`config.mk`:
```
export PLATFORM = sky130hd
export DESIGN_NAME = hazard_ctrl_mc
export DESIGN_NICKNAME = d
export VERILOG_FILES = /design/src/rtl/hazard_ctrl_mc.sv
export SDC_FILE = /design/constraint.sdc
export NUM_CORES = 1
export LEC_CHECK = 0
export CORE_UTILIZATION = 50
export DETAILED_ROUTE_END_ITERATION = 16
export PLACE_DENSITY = 0.88
export SLEW_MARGIN = 20
export SYNTH_ARGS = -nofsm -noshare
export SYNTH_HDL_FRONTEND = slang
export SYNTH_SLANG_ARGS = --single-unit
```
`constraint.sdc`:
```
create_clock -name clk -period 3.7 [get_ports clk]
set_clock_uncertainty 0.05 [all_clocks]
set_input_delay 0.925 -clock clk [delete_from_list [all_inputs] [get_ports clk]]
set_output_delay 0.925 -clock clk [all_outputs]
set_load 0.03 [all_outputs]
```
`src/rtl/hazard_ctrl_mc.sv`:
```
// Multi-cycle hazard controller for the 5-stage RV32I pipeline: stage enables/flushes,
// E-stage forwarding selects, load-use and memory-wait stalls, pending mispredict flushes.
`timescale 1ns/1ps
module hazard_ctrl_mc #(
  parameter int         RA_W     = 5,
  parameter int         LOAD_LAT = 1,
  parameter int         CNT_W    = 32,
  parameter logic [1:0] WB_LOAD  = 2'd1
) (
  input  logic             clk,
  input  logic             rst_n,
  input  logic [RA_W-1:0]  D_rs1,
  input  logic [RA_W-1:0]  D_rs2,
  input  logic             D_use_rs1,
  input  logic             D_use_rs2,
  input  logic [RA_W-1:0]  E_rs1,
  input  logic [RA_W-1:0]  E_rs2,
  input  logic [RA_W-1:0]  E_rd,
  input  logic [1:0]       E_wb,
  input  logic             branch_jump,
  input  logic             mispre,
  input  logic [RA_W-1:0]  M_rd,
  input  logic             M_wen_rf,
  input  logic [RA_W-1:0]  W_rd,
  input  logic             W_wen_rf,
  input  logic             M_mem_wait,
  output logic             F_en,
  output logic             D_en,
  output logic             E_en,
  output logic             M_en,
  output logic             D_flush,
  output logic             E_flush,
  output logic             W_flush,
  output logic [1:0]       E_FWA,
  output logic [1:0]       E_FWB,
  output logic [CNT_W-1:0] cnt_stall,
  output logic [CNT_W-1:0] cnt_flush
);

  typedef enum logic [1:0] {
    IDLE    = 2'd0,
    LDSTALL = 2'd1,
    FLPEND  = 2'd2
  } state_t;

  localparam logic [2:0]       LCNT_INIT = 3'(LOAD_LAT - 1);
  localparam logic [CNT_W-1:0] CNT_MAX   = {CNT_W{1'b1}};
  localparam logic [CNT_W-1:0] CNT_ONE   = {{(CNT_W-1){1'b0}}, 1'b1};
  localparam logic [RA_W-1:0]  REG_ZERO  = {RA_W{1'b0}};

  state_t     state_r;
  state_t     state_nxt_s;
  logic [2:0] lcnt_r;
  logic [2:0] lcnt_nxt_s;

  logic [CNT_W-1:0] cnt_stall_r;
  logic [CNT_W-1:0] cnt_flush_r;

  logic       mis_s;
  logic       lu_s;
  logic       flush_evt_s;
  logic       f_en_s, d_en_s, e_en_s, m_en_s;
  logic       d_flush_s, e_flush_s, w_flush_s;
  logic [1:0] fwa_s, fwb_s;

  // M has the newer value, so it wins over W; x0 never forwards.
  function automatic logic [1:0] fwd_sel(
    input logic [RA_W-1:0] rs,
    input logic [RA_W-1:0] mrd,
    input logic            mwen,
    input logic [RA_W-1:0] wrd,
    input logic            wwen
  );
    logic [1:0] sel;
    if (rs == REG_ZERO) begin
      sel = 2'd0;
    end else if (mwen && (mrd == rs)) begin
      sel = 2'd1;
    end else if (wwen && (wrd == rs)) begin
      sel = 2'd2;
    end else begin
      sel = 2'd0;
    end
    return sel;
  endfunction

  assign mis_s = mispre & branch_jump;
  assign lu_s  = (E_wb == WB_LOAD) && (E_rd != REG_ZERO) &&
                 ((D_use_rs1 && (D_rs1 == E_rd)) || (D_use_rs2 && (D_rs2 == E_rd)));

  // Forwarding selects, forced to the register file while in reset.
  always_comb begin
    fwa_s = 2'd0;
    fwb_s = 2'd0;
    if (rst_n) begin
      fwa_s = fwd_sel(E_rs1, M_rd, M_wen_rf, W_rd, W_wen_rf);
      fwb_s = fwd_sel(E_rs2, M_rd, M_wen_rf, W_rd, W_wen_rf);
    end else begin
      fwa_s = 2'd0;
      fwb_s = 2'd0;
    end
  end

  // Enable/flush decode and FSM next state; memory wait outranks everything.
  always_comb begin
    f_en_s      = 1'b1;
    d_en_s      = 1'b1;
    e_en_s      = 1'b1;
    m_en_s      = 1'b1;
    d_flush_s   = 1'b0;
    e_flush_s   = 1'b0;
    w_flush_s   = 1'b0;
    flush_evt_s = 1'b0;
    state_nxt_s = state_r;
    lcnt_nxt_s  = lcnt_r;
    if (!rst_n) begin
      state_nxt_s = IDLE;
      lcnt_nxt_s  = 3'd0;
    end else if (M_mem_wait) begin
      f_en_s    = 1'b0;
      d_en_s    = 1'b0;
      e_en_s    = 1'b0;
      m_en_s    = 1'b0;
      w_flush_s = 1'b1;
      if (mis_s && ((state_r == IDLE) || (state_r == LDSTALL))) begin
        state_nxt_s = FLPEND;
      end else begin
        state_nxt_s = state_r;
      end
    end else begin
      case (state_r)
        IDLE: begin
          if (mis_s) begin
            d_flush_s   = 1'b1;
            e_flush_s   = 1'b1;
            flush_evt_s = 1'b1;
          end else if (lu_s) begin
            f_en_s    = 1'b0;
            d_en_s    = 1'b0;
            e_flush_s = 1'b1;
            if (LOAD_LAT > 1) begin
              state_nxt_s = LDSTALL;
              lcnt_nxt_s  = LCNT_INIT;
            end else begin
              state_nxt_s = IDLE;
            end
          end else begin
            state_nxt_s = IDLE;
          end
        end
        LDSTALL: begin
          // E holds a bubble here, so no mispredict can be raised.
          f_en_s    = 1'b0;
          d_en_s    = 1'b0;
          e_flush_s = 1'b1;
          if (lcnt_r <= 3'd1) begin
            state_nxt_s = IDLE;
            lcnt_nxt_s  = 3'd0;
          end else begin
            lcnt_nxt_s  = lcnt_r - 3'd1;
          end
        end
        FLPEND: begin
          d_flush_s   = 1'b1;
          e_flush_s   = 1'b1;
          flush_evt_s = 1'b1;
          state_nxt_s = IDLE;
          lcnt_nxt_s  = 3'd0;
        end
        default: begin
          state_nxt_s = IDLE;
          lcnt_nxt_s  = 3'd0;
        end
      endcase
    end
  end

  // FSM state, bubble counter and saturating performance counters.
  always_ff @(posedge clk or negedge rst_n) begin
    if (!rst_n) begin
      state_r     <= IDLE;
      lcnt_r      <= 3'd0;
      cnt_stall_r <= {CNT_W{1'b0}};
      cnt_flush_r <= {CNT_W{1'b0}};
    end else begin
      state_r <= state_nxt_s;
      lcnt_r  <= lcnt_nxt_s;
      if (!f_en_s && (cnt_stall_r != CNT_MAX)) begin
        cnt_stall_r <= cnt_stall_r + CNT_ONE;
      end else begin
        cnt_stall_r <= cnt_stall_r;
      end
      if (flush_evt_s && (cnt_flush_r != CNT_MAX)) begin
        cnt_flush_r <= cnt_flush_r + CNT_ONE;
      end else begin
        cnt_flush_r <= cnt_flush_r;
      end
    end
  end

  assign F_en      = f_en_s;
  assign D_en      = d_en_s;
  assign E_en      = e_en_s;
  assign M_en      = m_en_s;
  assign D_flush   = d_flush_s;
  assign E_flush   = e_flush_s;
  assign W_flush   = w_flush_s;
  assign E_FWA     = fwa_s;
  assign E_FWB     = fwb_s;
  assign cnt_stall = cnt_stall_r;
  assign cnt_flush = cnt_flush_r;

endmodule
```
==> summary.txt <==
Timing
  • Final hold violations: 0
  • Hold slack: between 0.3 and 0.4 ns
  • Minimum clock period: approximately 3.4 ns
  • F_max: 291 MHz
  • TNS Setup: 0 ns
  • Max_slew headroom: 0.613
  • Worst-Margin Slew: just under 0.6 ns
  • Crit share post-route: 0.930
  • Setup violations, final: 0
  • Setup ws final: 0.258 ns
  • Max-slew violations: 0
  • RSZ-0062 raised after global routing: false

Drt
  • Routed Antenna Nets: 0
  • Vias per cell: 5.35
  • Met2 wire length: approximately 4600 um
  • Routed wire length: 9050 um
  • Routed metal-1 wire length: 3870 um
  • Met3 WL post-DR: 445 um
  • DRT iter0 DRCs: 94
  • Drt drc: 0
  • Drt pass-1 iters: 4
  • Wire per inst: 15.7 um
  • Via count: between 3,000 and 4,000
  • Top Metal Used: met4

Clock network
  • Post-CTS sizing: 0
  • Root buf cell: clkbuf_8
  • H-tree Lvls: 3
  • CTS Buf Count: 9
  • CTS tree: done
  • Clock sink total: 65
  • Worst-path clk slew: 0.07 ns
  • CTS Hold Bufs: 0
  • Clock Latency Late Sink: 0.35 ns
  • Post-CTS setup buffer count: 0
  • Clock Path Buffers: 2

Power
  • Sw power: around 0.56 mW
  • Pwr/cell area: 350 mW/mm^2
  • Peak supply drop: a little over 0.0003 V
  • Clock power share: 0.313
  • Total power: 1.78 mW
  • Leakage Power: 2.20 nW
  • Int Pwr: 1.22 mW
  • Combinational share of power: 0.224
  • Net Sw Frac: 0.314
  • Seq pwr share: 0.463

Yosys
  • Yosys warnings: 0
  • Synth top cells by count: 65 x dfrtp_1, 59 x xnor2_1, 29 x xor2_1
  • Top post-synthesis cells by area: dfrtp_1 45%, xnor2_1 14%, xor2_1 7.0%
  • Post-Synthesis Mean Instance Area: 10.5 um^2
  • Synth cell types: 43
  • Post-synth top area share: 0.446
  • Synth async-reset ratio: 1.00
  • Synthesized cell area: 0.00364 mm^2
  • Mapped Nets: 395
  • Prevailing post-synth register cell: dfrtp_1
  • Mapped Cells: between 300 and 400
  • Post-synth EDFFs: 0
  • Most frequent cell after synthesis: dfrtp_1
  • Seq cells post-synth: 65
  • Sequential fraction of the synthesis area: 0.446
  • Area leader, netlist: dfrtp_1

Flow run
  • Max-cap violations: 0

Final layout
  • Number of antenna diodes: 0
  • Synth-to-Final Area Change: 39.7%
  • Post-layout util: 0.737
  • Nets: roughly 520
  • Finished layout cell area: 0.00509 mm^2
  • Layout cell share with drive strength beyond 1: 0.117
  • Layout Cells excl Fill: 576
  • Final-layout fill cell count: 534

Setup path
  • R2r worst-path depth: 7
  • Largest delay contributor family on the critical path: buffers and inverters
  • Slowest cell on crit path: clkdlybuf4s50_1
  • Setup CP Type: input pin to primary output
  • Buf+Inv Stages, Crit Path: 3
  • Worst-path maximum fanout: 3
  • R2R setup slack: 1.40 ns
  • Slowest stage delay, CP: 0.54 ns
  • CP required: 2.72 ns
  • Reg-to-Reg End: cnt_stall[17]$_DFFE_PN0P_
  • Worst-path cell chain: clkdlybuf4s50_1 -> xnor2_1 -> nand4_1 -> o221ai_2 -> and2_1 -> inv_1 -> buf_4
  • Startpoint type of the worst setup path: input pin
  • Worst reg2reg startpoint: cnt_stall[0]$_DFFE_PN0P_
  • WP data arrival: ~2.5 ns
  • Critical Path Sink Type: primary output

Global route
  • First-pass GRT wire length: 14,400 um
  • Initial antenna violation count: 0
  • Total track usage: 0.244
  • Grt ovf: 0
  • Vias in the first global route: 3,075
  • Pin count of the biggest net entering global routing: 38

Placement
  • Place WS: 0.298 ns
  • Final Wtd Congestion: 0.830
  • DP Wirelength: 6900 um
  • Placed cells: 560
  • Placed cell area: 0.00491 mm^2
  • IO buf count: 120

Worst hold path
  • Worst hold path class: input pin to async pin

Floorplanning
  • Placement Rows: 30
  • I/O pins: 121
  • Die H: 87.4 um
  • Full die area: 0.00763 mm^2
  • Starting Density: 0.528
  • DIE WIDTH: a little under 90 um
  • Core ar.: 0.00691 mm^2

Run status
  • Outcome: finished, final reports clean
## sequential cells by signal, indices dropped and copies added (netlist names)
name       count
cnt_flush     32
cnt_stall     32
state_r        1
## kinds of logic after synthesis
group | after synthesis | share of synthesized area
muxes | 3 | 0.0103
AOI/OAI and AO/OA | 12 | 0.0313
DFF | 65 | 0.446
buffers and inverters | 20 | 0.0326
and+or+nand+nor | 157 | 0.261
xor gates and xnor gates | 88 | 0.212
adders and majority gates | 2 | 0.00687
## how the worst max path moves through the flow
stage,from,end,depth (start not counted)
after floorplan,M_mem_wait,F_en,7
after global placement,E_rs1[1],E_FWA[0],5
after CTS,E_rs1[2],E_FWA[1],6
final,E_rd[3],D_en,7
after detailed placement,E_rs1[2],E_FWA[1],6
after global routing,E_rd[4],D_en,7
## area by class of cell
cell class | instances | area [um^2] | share of cell area
Clock buffer | 11 | 151 | 0.0298
Clock inverter | 5 | 30.0 | 0.00590
Inverter | 11 | 41.3 | 0.00811
Multi-Input combinational cell | 262 | 1900 | 0.373
Sequential cell | 65 | 1630 | 0.320
Tap cell | 96 | 120 | 0.0236
Timing Repair Buffer | 126 | 1220 | 0.240
## power groups by stage
stage	combinational, mW	clock (mW)	sequential [mW]
floorplan	0.121	0	0.911
global placement	0.394	0	0.832
detailed placement	0.399	0	0.837
CTS	0.402	0.557	0.824
global route	0.426	0.598	0.833
finish	0.399	0.557	0.825
## routing by layer
layer	vias to the layer above	track usage
li1	1477	-
met1	1493	0.307
met2	99	0.412
met3	13	0.0512
met4	0	0.0954
met5	-	0
## cell usage in the layout, fill, tap and decap left out, drive strengths merged, types with 3 or more instances in the layout
| cell type | count |
|---|---|
| buf | 15 |
| nor3 | 15 |
| mux2 | 3 |
| and3 | 26 |
| xor2 | 29 |
| clkdlybuf4s50 | 111 |
| nor4 | 8 |
| clkbuf | 11 |
| nand3 | 29 |
| xnor2 | 59 |
| nand2 | 24 |
| dfrtp | 65 |
| clkinv | 3 |
| and2 | 5 |
| inv | 11 |
| and4 | 6 |
| a21oi | 4 |
| nand4 | 21 |
| nor2 | 12 |
## worst register-to-register path: stages, from the launching register on
cell and delay, ns:
dfrtp_1 0.43, ha_1 0.20, nand3_1 0.21, nor3_4 0.38
nand4_1 0.21, and3_1 0.34, and3_1 0.22, xor2_1 0.14
(Power assumes the default switching activity.)
